==> config.mk <==
export PLATFORM = sky130hd
export DESIGN_NAME = nts_api_initiator
export DESIGN_NICKNAME = d
export VERILOG_FILES = /design/src/rtl/nts_api_initiator_pkg.sv /design/src/rtl/nts_api_initiator.sv
export SDC_FILE = /design/constraint.sdc
export NUM_CORES = 1
export LEC_CHECK = 0
export BUFFER_PORTS_ARGS = -buffer_cell sky130_fd_sc_hd__buf_2
export CORE_UTILIZATION = 46
export DETAILED_ROUTE_END_ITERATION = 6
export GPL_TIMING_DRIVEN = 1
export PLACE_DENSITY = 0.8
export REMOVE_ABC_BUFFERS = 1
export SKIP_LAST_GASP = 1
export SYNTH_ARGS = -nofsm -noshare
export SYNTH_HDL_FRONTEND = slang
export SYNTH_SLANG_ARGS = --single-unit
export TNS_END_PERCENT = 1
==> constraint.sdc <==
create_clock -name i_clk -period 2.4 [get_ports i_clk]
set_input_delay 0.48 -clock i_clk [delete_from_list [all_inputs] [get_ports i_clk]]
set_output_delay 0.48 -clock i_clk [all_outputs]
set_load 0.02 [all_outputs]
==> src/rtl/nts_api_initiator_pkg.sv <==
// Shared widths and state encoding for the API bus initiator.
// Imported by the initiator and anything that decodes its state.
package nts_api_initiator_pkg;

    localparam int API_ADDR_WIDTH = 12;
    localparam int API_DATA_WIDTH = 32;

    typedef enum logic [1:0] {
        IDLE  = 2'd0,
        ISSUE = 2'd1,
        WAIT  = 2'd2,
        RESP  = 2'd3
    } state_t;

endpackage

==> src/rtl/nts_api_initiator.sv <==
// Turns a valid/ready command stream into single-cycle API cs pulses and
// returns read data, optionally as address-incrementing bursts.
module nts_api_initiator
    import nts_api_initiator_pkg::*;
#(
    parameter int READ_LATENCY = 1,
    parameter int COUNT_WIDTH  = 8
) (
    input  logic                      i_clk,
    input  logic                      i_areset,
    input  logic                      i_cmd_valid,
    output logic                      o_cmd_ready,
    input  logic                      i_cmd_we,
    input  logic [API_ADDR_WIDTH-1:0] i_cmd_address,
    input  logic [API_DATA_WIDTH-1:0] i_cmd_write_data,
    input  logic [COUNT_WIDTH-1:0]    i_cmd_count,
    output logic                      o_api_cs,
    output logic                      o_api_we,
    output logic [API_ADDR_WIDTH-1:0] o_api_address,
    output logic [API_DATA_WIDTH-1:0] o_api_write_data,
    input  logic [API_DATA_WIDTH-1:0] i_api_read_data,
    output logic                      o_rsp_valid,
    input  logic                      i_rsp_ready,
    output logic [API_DATA_WIDTH-1:0] o_rsp_data,
    output logic [API_ADDR_WIDTH-1:0] o_rsp_address,
    output logic                      o_rsp_last,
    output logic                      o_busy
);

    state_t                    state_q, state_d;
    logic                      we_q;
    logic [API_ADDR_WIDTH-1:0] addr_q;
    logic [API_DATA_WIDTH-1:0] wdata_q;
    logic [API_DATA_WIDTH-1:0] rdata_q;
    logic [COUNT_WIDTH-1:0]    remaining_q;
    logic [1:0]                lat_q;

    logic cmd_accept;
    logic capture;
    logic advance;
    logic lat_load;

    always_comb begin
        state_d    = state_q;
        cmd_accept = 1'b0;
        capture    = 1'b0;
        advance    = 1'b0;
        lat_load   = 1'b0;
        unique case (state_q)
            IDLE: begin
                if (i_cmd_valid) begin
                    cmd_accept = 1'b1;
                    state_d    = ISSUE;
                end
            end
            ISSUE: begin
                if (we_q) begin
                    state_d = IDLE;
                end else if (READ_LATENCY == 0) begin
                    // Combinational responder: data is valid in the cs cycle.
                    capture = 1'b1;
                    state_d = RESP;
                end else begin
                    lat_load = 1'b1;
                    state_d  = WAIT;
                end
            end
            WAIT: begin
                if (lat_q == 2'd1) begin
                    capture = 1'b1;
                    state_d = RESP;
                end
            end
            RESP: begin
                if (i_rsp_ready) begin
                    if (remaining_q == '0) begin
                        state_d = IDLE;
                    end else begin
                        advance = 1'b1;
                        state_d = ISSUE;
                    end
                end
            end
            default: state_d = IDLE;
        endcase
    end

    always_ff @(posedge i_clk) begin
        if (i_areset) begin
            state_q     <= IDLE;
            we_q        <= 1'b0;
            addr_q      <= '0;
            wdata_q     <= '0;
            rdata_q     <= '0;
            remaining_q <= '0;
            lat_q       <= '0;
        end else begin
            state_q <= state_d;
            if (cmd_accept) begin
                we_q        <= i_cmd_we;
                addr_q      <= i_cmd_address;
                wdata_q     <= i_cmd_write_data;
                remaining_q <= i_cmd_count;
            end
            if (lat_load) begin
                lat_q <= 2'(READ_LATENCY);
            end else if (state_q == WAIT) begin
                lat_q <= lat_q - 2'd1;
            end
            if (capture) begin
                rdata_q <= i_api_read_data;
            end
            // Address wraps naturally at 12 bits.
            if (advance) begin
                remaining_q <= remaining_q - 1'b1;
                addr_q      <= addr_q + 1'b1;
            end
        end
    end

    assign o_cmd_ready      = (state_q == IDLE) && !i_areset;
    assign o_api_cs         = (state_q == ISSUE);
    assign o_api_we         = o_api_cs && we_q;
    assign o_api_address    = addr_q;
    assign o_api_write_data = wdata_q;
    assign o_rsp_valid      = (state_q == RESP);
    assign o_rsp_data       = rdata_q;
    assign o_rsp_address    = addr_q;
    assign o_rsp_last       = o_rsp_valid && (remaining_q == '0);
    assign o_busy           = (state_q != IDLE);

endmodule

==> results_dict.tcl <==
set metrics [dict create \
    worstSetupStartpointType "flip-flop" \
    clock_sinks 89 \
    htree_levels 3 \
    syn_inst 471 \
    cts_buffer_depth 2 \
    grt_pass1_wl_um 16300 \
    fill_cells 697 \
    tightest_slew_ps 556 \
    grt_pass1_vias 3635 \
    cts-buffers-inserted 9 \
    total_power_mw 3.17 \
    clk_pin_slew_worst_paths_ps 90 \
    vias 3860 \
    worstSetupEndpointType "output pin" \
    die_h_um 92.0 \
    rows 32 \
    final_cell_mix "buf_2 (182), nand2_1 (145), dfxtp_1 (89)" \
    hold_class "in2reg" \
    drtIter0Drc 97 \
    layout.nets 720 \
    synth_edf_count 0 \
    period_share 0.894 \
    regArea_um2 1780 \
    synth.avg_cell_area_um2 7.91 \
    synthArstFlopShare 0 \
    grt_usage 0.236 \
    io_pins 183 \
    fin_cells 734 \
    drtPass1Iterations 5 \
    p_leak_nw 2.17 \
    critical_path.max_fanout 8 \
    diodes 0 \
    hpwlAfterDp_um 7030 \
    maxCapViolations 0 \
    period_needed_ps 2150 \
    dp_cells 718 \
    wl_per_cell_um 13.3 \
    ir_worst_vdd_v 0.000357 \
    cts_tree "yes" \
    maxSlewHeadroom 0.626 \
    path_class "reg2out" \
    p_per_area_nw_per_um2 659 \
    synth_seq_cells 89 \
    viasPerCell 5.26 \
    report.final.slew_viol_count 0 \
    fin_setup_tns_ps 0 \
    outcome "finished, final reports clean" \
    gr-total-overflow 0 \
    synthDistinctLibCells 44 \
    drc 0 \
    synth_seq_area_share 0.478 \
    start_util 0.480 \
    multi_input_area_um2 1710 \
    synth_warnings 0 \
    root_buffer "clkbuf_8" \
    ant_nets 0 \
    hold_slack_ps 366 \
    grt_max_degree 55 \
    layout_commonest_cell "buf_2" \
    grt_antenna_before_repair 1 \
    max_freq_ghz 0.466 \
    hold_buffers 0 \
    drt_wl_total_um 9780 \
    clock_latency_ps 340 \
    gp_congestion 0.882 \
    io_buffers 182 \
    setup_viol 0 \
    grt_setup_unrepaired "false" \
    coreArea_um2 7770 \
    hold_viol 0 \
    drive_above_1_share 0.343 \
    synth_area_um2 3730 \
    crit_arrival_ps 1670 \
    critPathRequiredTime_ps 1920 \
    synthFlopType "dfxtp_1" \
    fp.dieArea_um2 8470 \
    die_w_um 92.0 \
    fin_skew_ps 6.98 \
    area_growth_pct 29.1 \
]
critical path, cell delays in order, from the launching register on:
cell     delay (ps)
dfxtp_1         380
nor4_1          550
and3_1          240
buf_2           160
state kept, by name (all words and copies together) (netlist names), named ones only:
name,count
o_api_write_data,32
o_rsp_data,32
o_api_address,12
remaining_q,8
lat_q,2
state_q,1
we_q,1
cell families (layout without fill, tap and decap cells):
kind of cell / Yosys count / in the layout / share of synthesized area
AND/OR/NAND/NOR: 203 / 203 / 0.243
AO/OA/AOI/OAI: 114 / 114 / 0.179
flip-flops: 89 / 89 / 0.478
buffers and inverters: 53 / 214 / 0.0655
multiplexers: 7 / 7 / 0.0191
adder cells (fa/ha/maj): 4 / 4 / 0.0134
XOR/XNOR: 1 / 1 / 0.00235
cell type report:
type	count	share of cell area
Sequential cell	89	0.370
Multi-Input combinational cell	329	0.356
Timing Repair Buffer	192	0.207
Clock buffer	10	0.0265
Tap cell	102	0.0265
Clock inverter	6	0.00910
Inverter	6	0.00468
what timing repair did:
action | 4_1_cts | 5_1_grt
gates resized for setup | 0 | 1
setup endpoints to repair | 0 | 9
setup buffers | 0 | 0
power breakdown:
part / switching (mW) / leakage (nW) / internal [mW]
Sequential: 0.0786 / 0.726 / 1.57
Combinational: 0.381 / 1.37 / 0.242
Clock: 0.527 / 0.0749 / 0.378
Total: 0.987 / 2.17 / 2.19
through the flow:
| stage | setup WS [ps] | util | area, um2 |
|---|---|---|---|
| 6_report | 255 | 0.620 | 4810 |
| 5_1_grt | 72.4 | 0.620 | 4810 |
| 4_1_cts | 39.4 | 0.619 | 4810 |
| 3_5_place_dp | 242 | 0.597 | 4640 |
| 3_3_place_gp | 386 | 0.597 | 4640 |
| 2_1_floorplan | -1590 | - | 3510 |
final timing paths:
check                        from                    to  slack (ps)  cells after the start
max                remaining_q[2]            o_rsp_last         250                      3
min          i_cmd_write_data[13]  o_api_write_data[13]         370                      3
max reg2reg        remaining_q[0]      o_api_address[8]         300                      7
min reg2reg        o_rsp_data[27]        o_rsp_data[27]         460                      2
per-layer routing:
layer  track usage  wire [um]  up-vias
li1              -          -     1900
met2         0.394       4530      176
met3        0.0688        908       17
met5             0          0        -
met4        0.0938        210        0
met1         0.285       4130     1767
synthesized netlist by cell type (all sizes together) (4+ instances only):
| cell type | count | area, um2 |
|---|---|---|
| a21oi | 76 | 380 |
| dfxtp | 89 | 1780 |
| ha | 4 | 50.1 |
| nor2 | 9 | 33.8 |
| buf | 13 | 93.8 |
| nand2b | 6 | 37.5 |
| inv | 6 | 22.5 |
| clkbuf | 34 | 128 |
| nand2 | 145 | 544 |
| nand3 | 10 | 50.1 |
| and3 | 4 | 25.0 |
| o211ai | 6 | 45.0 |
| o22ai | 6 | 37.5 |
| o311ai | 4 | 35.0 |
| or3 | 5 | 33.8 |
| a31oi | 7 | 43.8 |
| mux2i | 6 | 60.1 |
(Power assumes the default switching activity.)
